===== src/rtl/pwm_capture_pkg.sv =====
// Shared constants for the PWM input-capture block: register map, field
// positions and the measurement state encoding exposed in STATUS.
package pwm_capture_pkg;

  localparam logic [2:0] REG_CTRL    = 3'd0;
  localparam logic [2:0] REG_STATUS  = 3'd1;
  localparam logic [2:0] REG_PERIOD  = 3'd2;
  localparam logic [2:0] REG_HIGH    = 3'd3;
  localparam logic [2:0] REG_TIMEOUT = 3'd4;

  localparam int CTRL_EN     = 0;
  localparam int CTRL_IRQ_EN = 1;
  localparam int CTRL_CLEAR  = 2;

  localparam int STAT_DONE  = 0;
  localparam int STAT_OVF   = 1;
  localparam int STAT_STUCK = 2;
  localparam int STAT_LEVEL = 3;
  localparam int STAT_STATE = 4;

  typedef enum logic [1:0] {
    IDLE = 2'd0,
    ARM  = 2'd1,
    HIGH = 2'd2,
    LOW  = 2'd3
  } state_e;

endpackage


===== src/rtl/pwm_capture_sync.sv =====
// Two-flop synchronizer for the asynchronous PWM input followed by a
// one-cycle rise/fall edge detector on the synchronized level.
module pwm_capture_sync (
  input  logic clk_i,
  input  logic rst_ni,
  input  logic pwm_i,
  output logic level,
  output logic rise,
  output logic fall
);

  logic meta, sync, prev;

  always_ff @(posedge clk_i or negedge rst_ni) begin
    if (!rst_ni) begin
      meta <= 1'b0;
      sync <= 1'b0;
      prev <= 1'b0;
    end else begin
      meta <= pwm_i;
      sync <= meta;
      prev <= sync;
    end
  end

  assign level = sync;
  assign rise  = sync & ~prev;
  assign fall  = ~sync & prev;

endmodule


===== src/rtl/pwm_capture.sv =====
// PWM input capture: measures period and high time in clock cycles and
// exposes results through a valid/ready register port.
//   state | meaning
//   IDLE  | capture disabled, counters held at 0
//   ARM   | waiting for the first rising edge
//   HIGH  | counting the high phase of the current period
//   LOW   | counting the low phase; next rise latches the result
module pwm_capture
  import pwm_capture_pkg::*;
#(
  parameter int BITS = 32
) (
  input  logic            clk_i,
  input  logic            rst_ni,
  input  logic            valid_i,
  output logic            ready_o,
  input  logic            we_i,
  input  logic [31:0]     addr_i,
  input  logic [BITS-1:0] wdata_i,
  output logic [BITS-1:0] rdata_o,
  input  logic            pwm_i,
  output logic            irq_o
);

  logic            level, rise, fall;
  logic            acc, wr, rd_en, wr_ctrl, wr_status, wr_timeout;
  logic [2:0]      reg_sel;
  logic            en_q, irq_en_q, done_q, ovf_q, stuck_q;
  logic            en_nx, clear;
  logic [BITS-1:0] per_cnt, hi_cnt, period_q, high_q, timeout_q, rd_val;
  logic            tmo_hit, per_max, hi_max, per_sat, hi_sat;
  logic            capture, timeout, cnt_zero, cnt_start, cnt_run, hi_run;
  logic            unused_addr;
  state_e          state_q, state_nx;

  pwm_capture_sync u_sync (
    .clk_i (clk_i),
    .rst_ni(rst_ni),
    .pwm_i (pwm_i),
    .level (level),
    .rise  (rise),
    .fall  (fall)
  );

  assign unused_addr = ^{addr_i[31:5], addr_i[1:0]};
  assign reg_sel     = addr_i[4:2];
  assign acc         = valid_i & ~ready_o;
  assign wr          = acc & we_i;
  assign rd_en       = acc & ~we_i;
  assign wr_ctrl     = wr && (reg_sel == REG_CTRL);
  assign wr_status   = wr && (reg_sel == REG_STATUS);
  assign wr_timeout  = wr && (reg_sel == REG_TIMEOUT);
  assign en_nx       = wr_ctrl ? wdata_i[CTRL_EN] : en_q;
  assign clear       = wr_ctrl & wdata_i[CTRL_CLEAR];

  assign tmo_hit = (timeout_q != '0) && (per_cnt == timeout_q);
  assign per_max = &per_cnt;
  assign hi_max  = &hi_cnt;
  assign per_sat = cnt_run & per_max;
  assign hi_sat  = hi_run & hi_max;
  assign irq_o   = done_q & irq_en_q;

  always_ff @(posedge clk_i or negedge rst_ni) begin
    if (!rst_ni) state_q <= IDLE;
    else         state_q <= state_nx;
  end

  // Priority: clear, then disable, then enable, then timeout, then edges.
  always_comb begin
    state_nx  = state_q;
    capture   = 1'b0;
    timeout   = 1'b0;
    cnt_zero  = 1'b0;
    cnt_start = 1'b0;
    cnt_run   = 1'b0;
    hi_run    = 1'b0;
    if (clear) begin
      state_nx = en_nx ? ARM : IDLE;
      cnt_zero = 1'b1;
    end else if (!en_nx) begin
      state_nx = IDLE;
      cnt_zero = 1'b1;
    end else if (!en_q) begin
      state_nx = ARM;
      cnt_zero = 1'b1;
    end else begin
      case (state_q)
        IDLE: state_nx = ARM;
        ARM: begin
          if (rise) begin
            cnt_start = 1'b1;
            state_nx  = HIGH;
          end
        end
        HIGH: begin
          if (tmo_hit) begin
            timeout  = 1'b1;
            cnt_zero = 1'b1;
            state_nx = ARM;
          end else begin
            cnt_run = 1'b1;
            if (fall) state_nx = LOW;
            else      hi_run   = 1'b1;
          end
        end
        LOW: begin
          if (tmo_hit) begin
            timeout  = 1'b1;
            cnt_zero = 1'b1;
            state_nx = ARM;
          end else if (rise) begin
            capture   = 1'b1;
            cnt_start = 1'b1;
            state_nx  = HIGH;
          end else begin
            cnt_run = 1'b1;
          end
        end
        default: state_nx = IDLE;
      endcase
    end
  end

  always_ff @(posedge clk_i or negedge rst_ni) begin
    if (!rst_ni) begin
      per_cnt <= '0;
      hi_cnt  <= '0;
    end else if (cnt_zero) begin
      per_cnt <= '0;
      hi_cnt  <= '0;
    end else if (cnt_start) begin
      per_cnt <= BITS'(1);
      hi_cnt  <= BITS'(1);
    end else begin
      if (cnt_run && !per_max) per_cnt <= per_cnt + 1'b1;
      if (hi_run && !hi_max)   hi_cnt  <= hi_cnt + 1'b1;
    end
  end

  // Flag set conditions win over a coincident write-1-to-clear.
  always_ff @(posedge clk_i or negedge rst_ni) begin
    if (!rst_ni) begin
      en_q      <= 1'b0;
      irq_en_q  <= 1'b0;
      timeout_q <= '0;
      period_q  <= '0;
      high_q    <= '0;
      done_q    <= 1'b0;
      ovf_q     <= 1'b0;
      stuck_q   <= 1'b0;
    end else begin
      en_q <= en_nx;
      if (wr_ctrl)    irq_en_q  <= wdata_i[CTRL_IRQ_EN];
      if (wr_timeout) timeout_q <= wdata_i;

      if (clear) begin
        period_q <= '0;
        high_q   <= '0;
      end else if (timeout) begin
        period_q <= '0;
        high_q   <= level ? timeout_q : '0;
      end else if (capture) begin
        period_q <= per_cnt;
        high_q   <= hi_cnt;
      end

      if (clear)                                done_q <= 1'b0;
      else if (capture || timeout)              done_q <= 1'b1;
      else if (wr_status && wdata_i[STAT_DONE]) done_q <= 1'b0;

      if (clear)                               ovf_q <= 1'b0;
      else if (per_sat || hi_sat)              ovf_q <= 1'b1;
      else if (wr_status && wdata_i[STAT_OVF]) ovf_q <= 1'b0;

      if (clear)                                 stuck_q <= 1'b0;
      else if (timeout)                          stuck_q <= 1'b1;
      else if (wr_status && wdata_i[STAT_STUCK]) stuck_q <= 1'b0;
    end
  end

  always_comb begin
    rd_val = '0;
    case (reg_sel)
      REG_CTRL: begin
        rd_val[CTRL_EN]     = en_q;
        rd_val[CTRL_IRQ_EN] = irq_en_q;
      end
      REG_STATUS: begin
        rd_val[STAT_DONE]         = done_q;
        rd_val[STAT_OVF]          = ovf_q;
        rd_val[STAT_STUCK]        = stuck_q;
        rd_val[STAT_LEVEL]        = level;
        rd_val[STAT_STATE +: 2]   = state_q;
      end
      REG_PERIOD:  rd_val = period_q;
      REG_HIGH:    rd_val = high_q;
      REG_TIMEOUT: rd_val = timeout_q;
      default:     rd_val = '0;
    endcase
  end

  always_ff @(posedge clk_i or negedge rst_ni) begin
    if (!rst_ni) begin
      ready_o <= 1'b0;
      rdata_o <= '0;
    end else begin
      ready_o <= acc;
      rdata_o <= rd_en ? rd_val : '0;
    end
  end

endmodule


===== config.mk =====
export PLATFORM = sky130hd
export DESIGN_NAME = pwm_capture
export DESIGN_NICKNAME = d
export VERILOG_FILES = /design/src/rtl/pwm_capture_pkg.sv /design/src/rtl/pwm_capture_sync.sv /design/src/rtl/pwm_capture.sv
export SDC_FILE = /design/constraint.sdc
export NUM_CORES = 1
export LEC_CHECK = 0
export ABC_CLOCK_PERIOD_IN_PS = 2820
export CORE_MARGIN = 2
export CORE_UTILIZATION = 50
export DETAILED_ROUTE_END_ITERATION = 8
export HOLD_SLACK_MARGIN = 0.05
export PLACE_DENSITY_LB_ADDON = 0.1
export REMOVE_ABC_BUFFERS = 1
export SLEW_MARGIN = 20
export SYNTH_ARGS = -nofsm -noshare
export SYNTH_HDL_FRONTEND = slang
export SYNTH_HIERARCHICAL = 1
export SYNTH_SLANG_ARGS = --single-unit

===== constraint.sdc =====
create_clock -name clk_i -period 2.82 [get_ports clk_i]
set_clock_uncertainty 0.05 [all_clocks]
set_input_delay 0.564 -clock clk_i [delete_from_list [all_inputs] [get_ports clk_i]]
set_output_delay 0.564 -clock clk_i [all_outputs]
set_load 0.03 [all_outputs]

==> flow_summary.toml, run 1 <==
[setup_path]
arrival_ns = 3.10
end_kind = "flip-flop"
ff2ff_setup_slack_ns = 0.09
cp.required_ns = 3.19
startpoint_type = "flip-flop"
rr_startpoint = "timeout_q[18]"
worstRegToRegCells = 9
critical_path_class = "reg -> reg"
reg2reg_to = "high_q[12]"
crit_fanout = 16

[layout]
final_nets = 1243
insertedDiodeCount = 0
final_util_pct = 62.9
areaGrowthSynthToFinish_pct = 23.6
layout-drive-gt1-share_pct = 17.8
post-route-cell-area_sq_um = 12700

[sta]
slew_viol_final = 0
setup_viol = 0
hold_violations = 0
slew_headroom_pct = 40.3
grt_setup_unrepaired = "yes"
period_needed_ns = 2.73
max_freq_ghz = 0.366
period_share_pct = 96.8
tightest_slew_ns = 0.894
hold_slack_ns = 0.307
fin_ws_ns = 0.0896

[logic_synthesis]
synth.distinct_cells = 62
synth-seq-cells = 203
synth_common_cells = "203 x dfrtp_1, 139 x nor2_1, 119 x nand2_1"
synth.most_common_cell = "dfrtp_1"
yosysWarnings = 6
ys_async_sr_fraction_pct = 100
synth_edf_count = 0
synth_top_area_share_pct = 49.5
synth_top_area_cell = "dfrtp_1"
syn-cell-area_sq_um = 10300
netlist_instances = 1048
ys.flop_type = "dfrtp_1"
netlist_top_cells_area = "dfrtp_1 50%, nor2_1 5.1%, nand2_1 4.4%"
avgSynthCellArea_sq_um = 9.79
ys_seq_area_share_pct = 49.5

[route]
first_pass_iters = 6
ant_nets = 0
wire_per_inst_um = 19.2
drtIter0Drc = 726
routed_wl_mm = 28.0
avgViaCountPerCell = 5.68
vias = 8281
drc = 0

[floorplanning]
ios = 103
dieArea_sq_um = 21700
start_util_pct = 50.8
core_sq_um = 20200
die_x_um = 147
std_cell_rows = 52
die_h_um = 147

[min_path]
hold_end = "u_sync/level"
worstHoldPathCells = 0
min_path_type = "reg -> reg"
hold_start = "u_sync/meta"

[cts]
h-tree-depth = 1
cts_tree = "yes"
path_clk_slew_ns = 0.06
cts.path.max_buffers = 3
cts.sink_count = 203
numCtsBuffers = 23
clk_latency_ns = 0.51
root_buffer = "clkbuf_16"

[power]
power_density_nw_per_um2 = 592
p_leak_nw = 5.36
ir_worst_vdd_mv = 0.418

[placed_design]
gp_congestion = 0.908
placed_cell_area_sq_um = 11800
place_hpwl_mm = 19.9
pre_cts_slack_ns = -0.0654
numPortBuffers = 73

[grt]
grt_start_max_net_pins = 70
grt_pass1_wl_mm = 45.2
grt_usage_pct = 26.5
antenna_found_initial = 0
grt_pass1_vias = 8097
grt_overflow = 0

[job]
drv_cap = 0

[run_status]
status = "finished, final reports clean"
[timing repair]
| item | 4_1_cts | 5_1_grt |
|---|---|---|
| setup buffers | 0 | 1 |
| hold buffers | 1 | 0 |
| setup endpoints to repair | 0 | 123 |
| resized for setup | 0 | 3 |
| endpoints found under the hold margin | 19 | 0 |
[where the power goes]
group          switching, mW  internal [mW]  total (mW)
logic                  0.422          0.388       0.809
clock network           1.19           2.17        3.37
registers              0.255           3.08        3.34
total                   1.87           5.64        7.51
[kinds of logic after synthesis]
logic type / after synthesis / synth area share, %
buffers and inverters: 99 / 4.82
DFF: 203 / 49.5
adders and majority gates: 2 / 0.244
AOI/OAI and AO/OA: 171 / 11.2
xor gates and xnor gates: 74 / 6.32
muxes: 71 / 7.41
and+or+nand+nor: 428 / 20.5
[metal layers]
| metal | vias up | global-route usage (%) | wire (um) |
|---|---|---|---|
| li1 | 3905 | - | - |
| met2 | 253 | 42.5 | 12900 |
| met4 | 0 | 5.63 | 521 |
| met5 | - | 0 | 0 |
| met1 | 4086 | 37.5 | 12500 |
| met3 | 37 | 5.75 | 2040 |
[layout by cell type, fill, tap and decap left out, types with 7 or more instances in the layout]
cell	count
nand3_1	29
and2_1	7
nor2_1	138
xnor2_1	37
o21ai_0	25
buf_12	11
buf_4	84
nor4_1	27
nand2_1	119
a2bb2oi_1	13
nor3_1	19
inv_1	29
a221o_1	19
clkbuf_16	23
dfrtp_1	203
xor2_1	37
clkdlybuf4s50_1	71
a22oi_1	9
mux2_2	39
or3_1	7
mux2i_1	32
nand4_1	28
and3_1	11
a21oi_1	73
[worst max-delay path: stages, from the launching register on]
cell and delay (ns):
dfrtp_1 0.46, xor2_1 0.20, nor4_1 0.38, nand4_1 0.24, nor3_4 0.37, buf_4 0.30
a21oi_2 0.15, nand2_1 0.12, buf_4 0.21, a2bb2oi_1 0.17
[metrics by stage]
stage	setup TNS (ns)	power [mW]	instances
after floorplan	-138.86	3.69	978
after global placement	-0.0541	4.17	1415
after detailed placement	-0.111	4.18	1415
after CTS	0	7.56	1457
after global routing	-0.184	7.79	1458
final	0	7.51	1458
[state kept, by name (all words and copies together) (netlist names)]
| name | cells |
|---|---|
| high_q | 32 |
| stuck_q | 1 |
| done_q | 1 |
| ovf_q | 1 |
| u_sync/meta | 1 |
| state_q | 2 |
| per_cnt | 32 |
| hi_cnt | 32 |
| u_sync/level | 1 |
| en_q | 1 |
| irq_en_q | 1 |
| period_q | 32 |
| u_sync/prev | 1 |
| rdata_o | 32 |
| timeout_q | 32 |
| ready_o | 1 |
[how the worst max path moves through the flow]
stage,from,end,slack (ns)
after detailed placement,wdata_i[2],hi_cnt[31],-0.07
after global placement,wdata_i[2],hi_cnt[31],-0.04
after floorplan,per_cnt[29],high_q[10],-1.30
final,timeout_q[18],high_q[12],0.09
after CTS,timeout_q[19],high_q[12],0.05
after global routing,timeout_q[18],hi_cnt[9],-0.05
[cell type report]
type	instances	area (sq um)
Clock buffer	32	659
Fill cell	1710	7490
Clock inverter	9	195
Sequential cell	203	5080
Multi-Input combinational cell	746	4710
Tap cell	270	338
Timing Repair Buffer	169	1590
Inverter	29	109
Power figures use the tool's default switching activity.
==> inputs of run 2 (changes only) <==
--- a/config.mk
+++ b/config.mk
@@ -8,6 +8,7 @@
 export ABC_CLOCK_PERIOD_IN_PS = 2820
 export CORE_MARGIN = 2
 export CORE_UTILIZATION = 50
+export CTS_CLUSTER_SIZE = 10
 export DETAILED_ROUTE_END_ITERATION = 8
 export HOLD_SLACK_MARGIN = 0.05
 export PLACE_DENSITY_LB_ADDON = 0.1
==> flow_summary.toml, run 2 (synthesis gave the netlist of run 1 again) <==
[run_status]
status = "finished, final reports clean"

[placed_design]
place_inst = 1415
placed_cell_area_sq_um = 11800
numPortBuffers = 73
place_hpwl_mm = 19.9
pre_cts_slack_ns = -0.0654
gp_congestion = 0.908

[setup_path]
startpoint_type = "flip-flop"
cp.required_ns = 3.17
end_kind = "flip-flop"
arrival_ns = 3.08
critical_path_class = "reg -> reg"
crit_chain = "nor4_1 > nand4_1 > nor2_1 > nor3_4 > a211oi_2 > nand2_1 > o31ai_1"
slowest_stage = "a211oi_2"
crit_fanout = 10
critPathMaxStageDelay_ns = 0.79

[layout]
final_cell_mix = "203 x dfrtp_1, 138 x nor2_1, 119 x nand2_1, 84 x buf_4, 73 x a21oi_1"
nFillCells = 1726
layout-drive-gt1-share_pct = 17.2
final_nets = 1244
final_common_cell = "dfrtp_1"
insertedDiodeCount = 0
areaGrowthSynthToFinish_pct = 21.8
fin_cells = 1447
post-route-cell-area_sq_um = 12500

[job]
drv_cap = 0

[floorplanning]
ios = 103
die_h_um = 147
std_cell_rows = 52
start_util_pct = 50.8
dieArea_sq_um = 21700
core_sq_um = 20200
die_x_um = 147

[power]
p_sw_mw = 1.81
p_leak_nw = 5.26
swShare_pct = 26.2
p_seq_share_pct = 48.4
p_total_mw = 6.90
ir_worst_vdd_mv = 0.451
power_density_nw_per_um2 = 552
p_comb_share_pct = 11.7
p_int_mw = 5.09
p_clk_share_pct = 39.9

[route]
ant_nets = 0
wire_per_inst_um = 19.2
first_pass_iters = 5
drtIter0Drc = 676
avgViaCountPerCell = 5.69
drc = 0
routed_wl_mm = 27.8
vias = 8235

[sta]
fin_ws_ns = 0.0946
tightest_slew_ns = 0.901
slew_headroom_pct = 39.8
period_share_pct = 96.6
hold_slack_ns = 0.305
setup_viol = 0
grt_setup_unrepaired = "yes"
hold_violations = 0
max_freq_ghz = 0.367
period_needed_ns = 2.73
slew_viol_final = 0

[min_path]
min_path_type = "reg -> reg"

[cts]
cts.path.max_buffers = 3
h-tree-depth = 1
cts_tree = "yes"
numCtsBuffers = 24
root_buffer = "clkbuf_16"
path_clk_slew_ns = 0.05
clk_latency_ns = 0.51
cts.sink_count = 203

[grt]
grt_start_max_net_pins = 70
grt_overflow = 0
grt_usage_pct = 26.4
grt_pass1_vias = 8075
antenna_found_initial = 0
grt_pass1_wl_mm = 44.9
-- run 2: worst paths after layout --
check,cells past startpoint,startpoint,to,slack [ns]
worst min-delay path,0,u_sync/meta,u_sync/level,0.30
worst max register to register,7,timeout_q[8],hi_cnt[9],0.09
worst max-delay path,7,timeout_q[8],hi_cnt[9],0.09
max in group asynchronous,3,rst_ni,per_cnt[3],1.43
min in group asynchronous,2,rst_ni,timeout_q[20],0.57
worst min register to register,0,u_sync/meta,u_sync/level,0.30
-- run 2: critical path: cells and delay by family, from the launching register on --
kind            cells  cell delay [ns]
flops               1             0.45
compound gates      2             1.02
simple gates        5             1.09
-- run 2: timing repair --
item / 4_1_cts / 5_1_grt
endpoints found under the hold margin: 17 / 0
buffers inserted: 0 / 1
hold buffers: 1 / 0
endpoints found under the setup margin: 0 / 125
resized for setup: 0 / 3
-- run 2: metrics by stage --
step | util, % | TNS [ns]
floorplan | - | -138.86
global placement | 58.5 | -0.0541
detailed placement | 58.5 | -0.111
CTS | 61.8 | 0
global route | 61.9 | -0.195
finish | 61.9 | 0
-- run 2: cell type report --
class,instances,area [sq um],share of cell area (%)
flip-flops and latches,203,5080,40.7
multi-input cells,746,4710,37.7
repair buffers,169,1590,12.7
clock buffers,30,664,5.32
well taps,270,338,2.70
inverters,29,109,0.872
-- run 2: power by group through the flow --
stage	Sequential [mW]	Clock (mW)	Combinational (mW)
2_1_floorplan	3.29	0	0.400
3_3_place_gp	3.37	0	0.795
3_5_place_dp	3.37	0	0.806
4_1_cts	3.33	2.79	0.811
5_1_grt	3.36	2.91	0.879
6_report	3.34	2.75	0.810
-- run 2: metal layers --
layer | global-route usage, % | up-vias | wire [um]
li1 | - | 3892 | -
met1 | 36.9 | 4059 | 12200
met2 | 41.6 | 239 | 12800
met3 | 6.71 | 45 | 2140
met4 | 6.44 | 0 | 663
met5 | 0 | - | 0
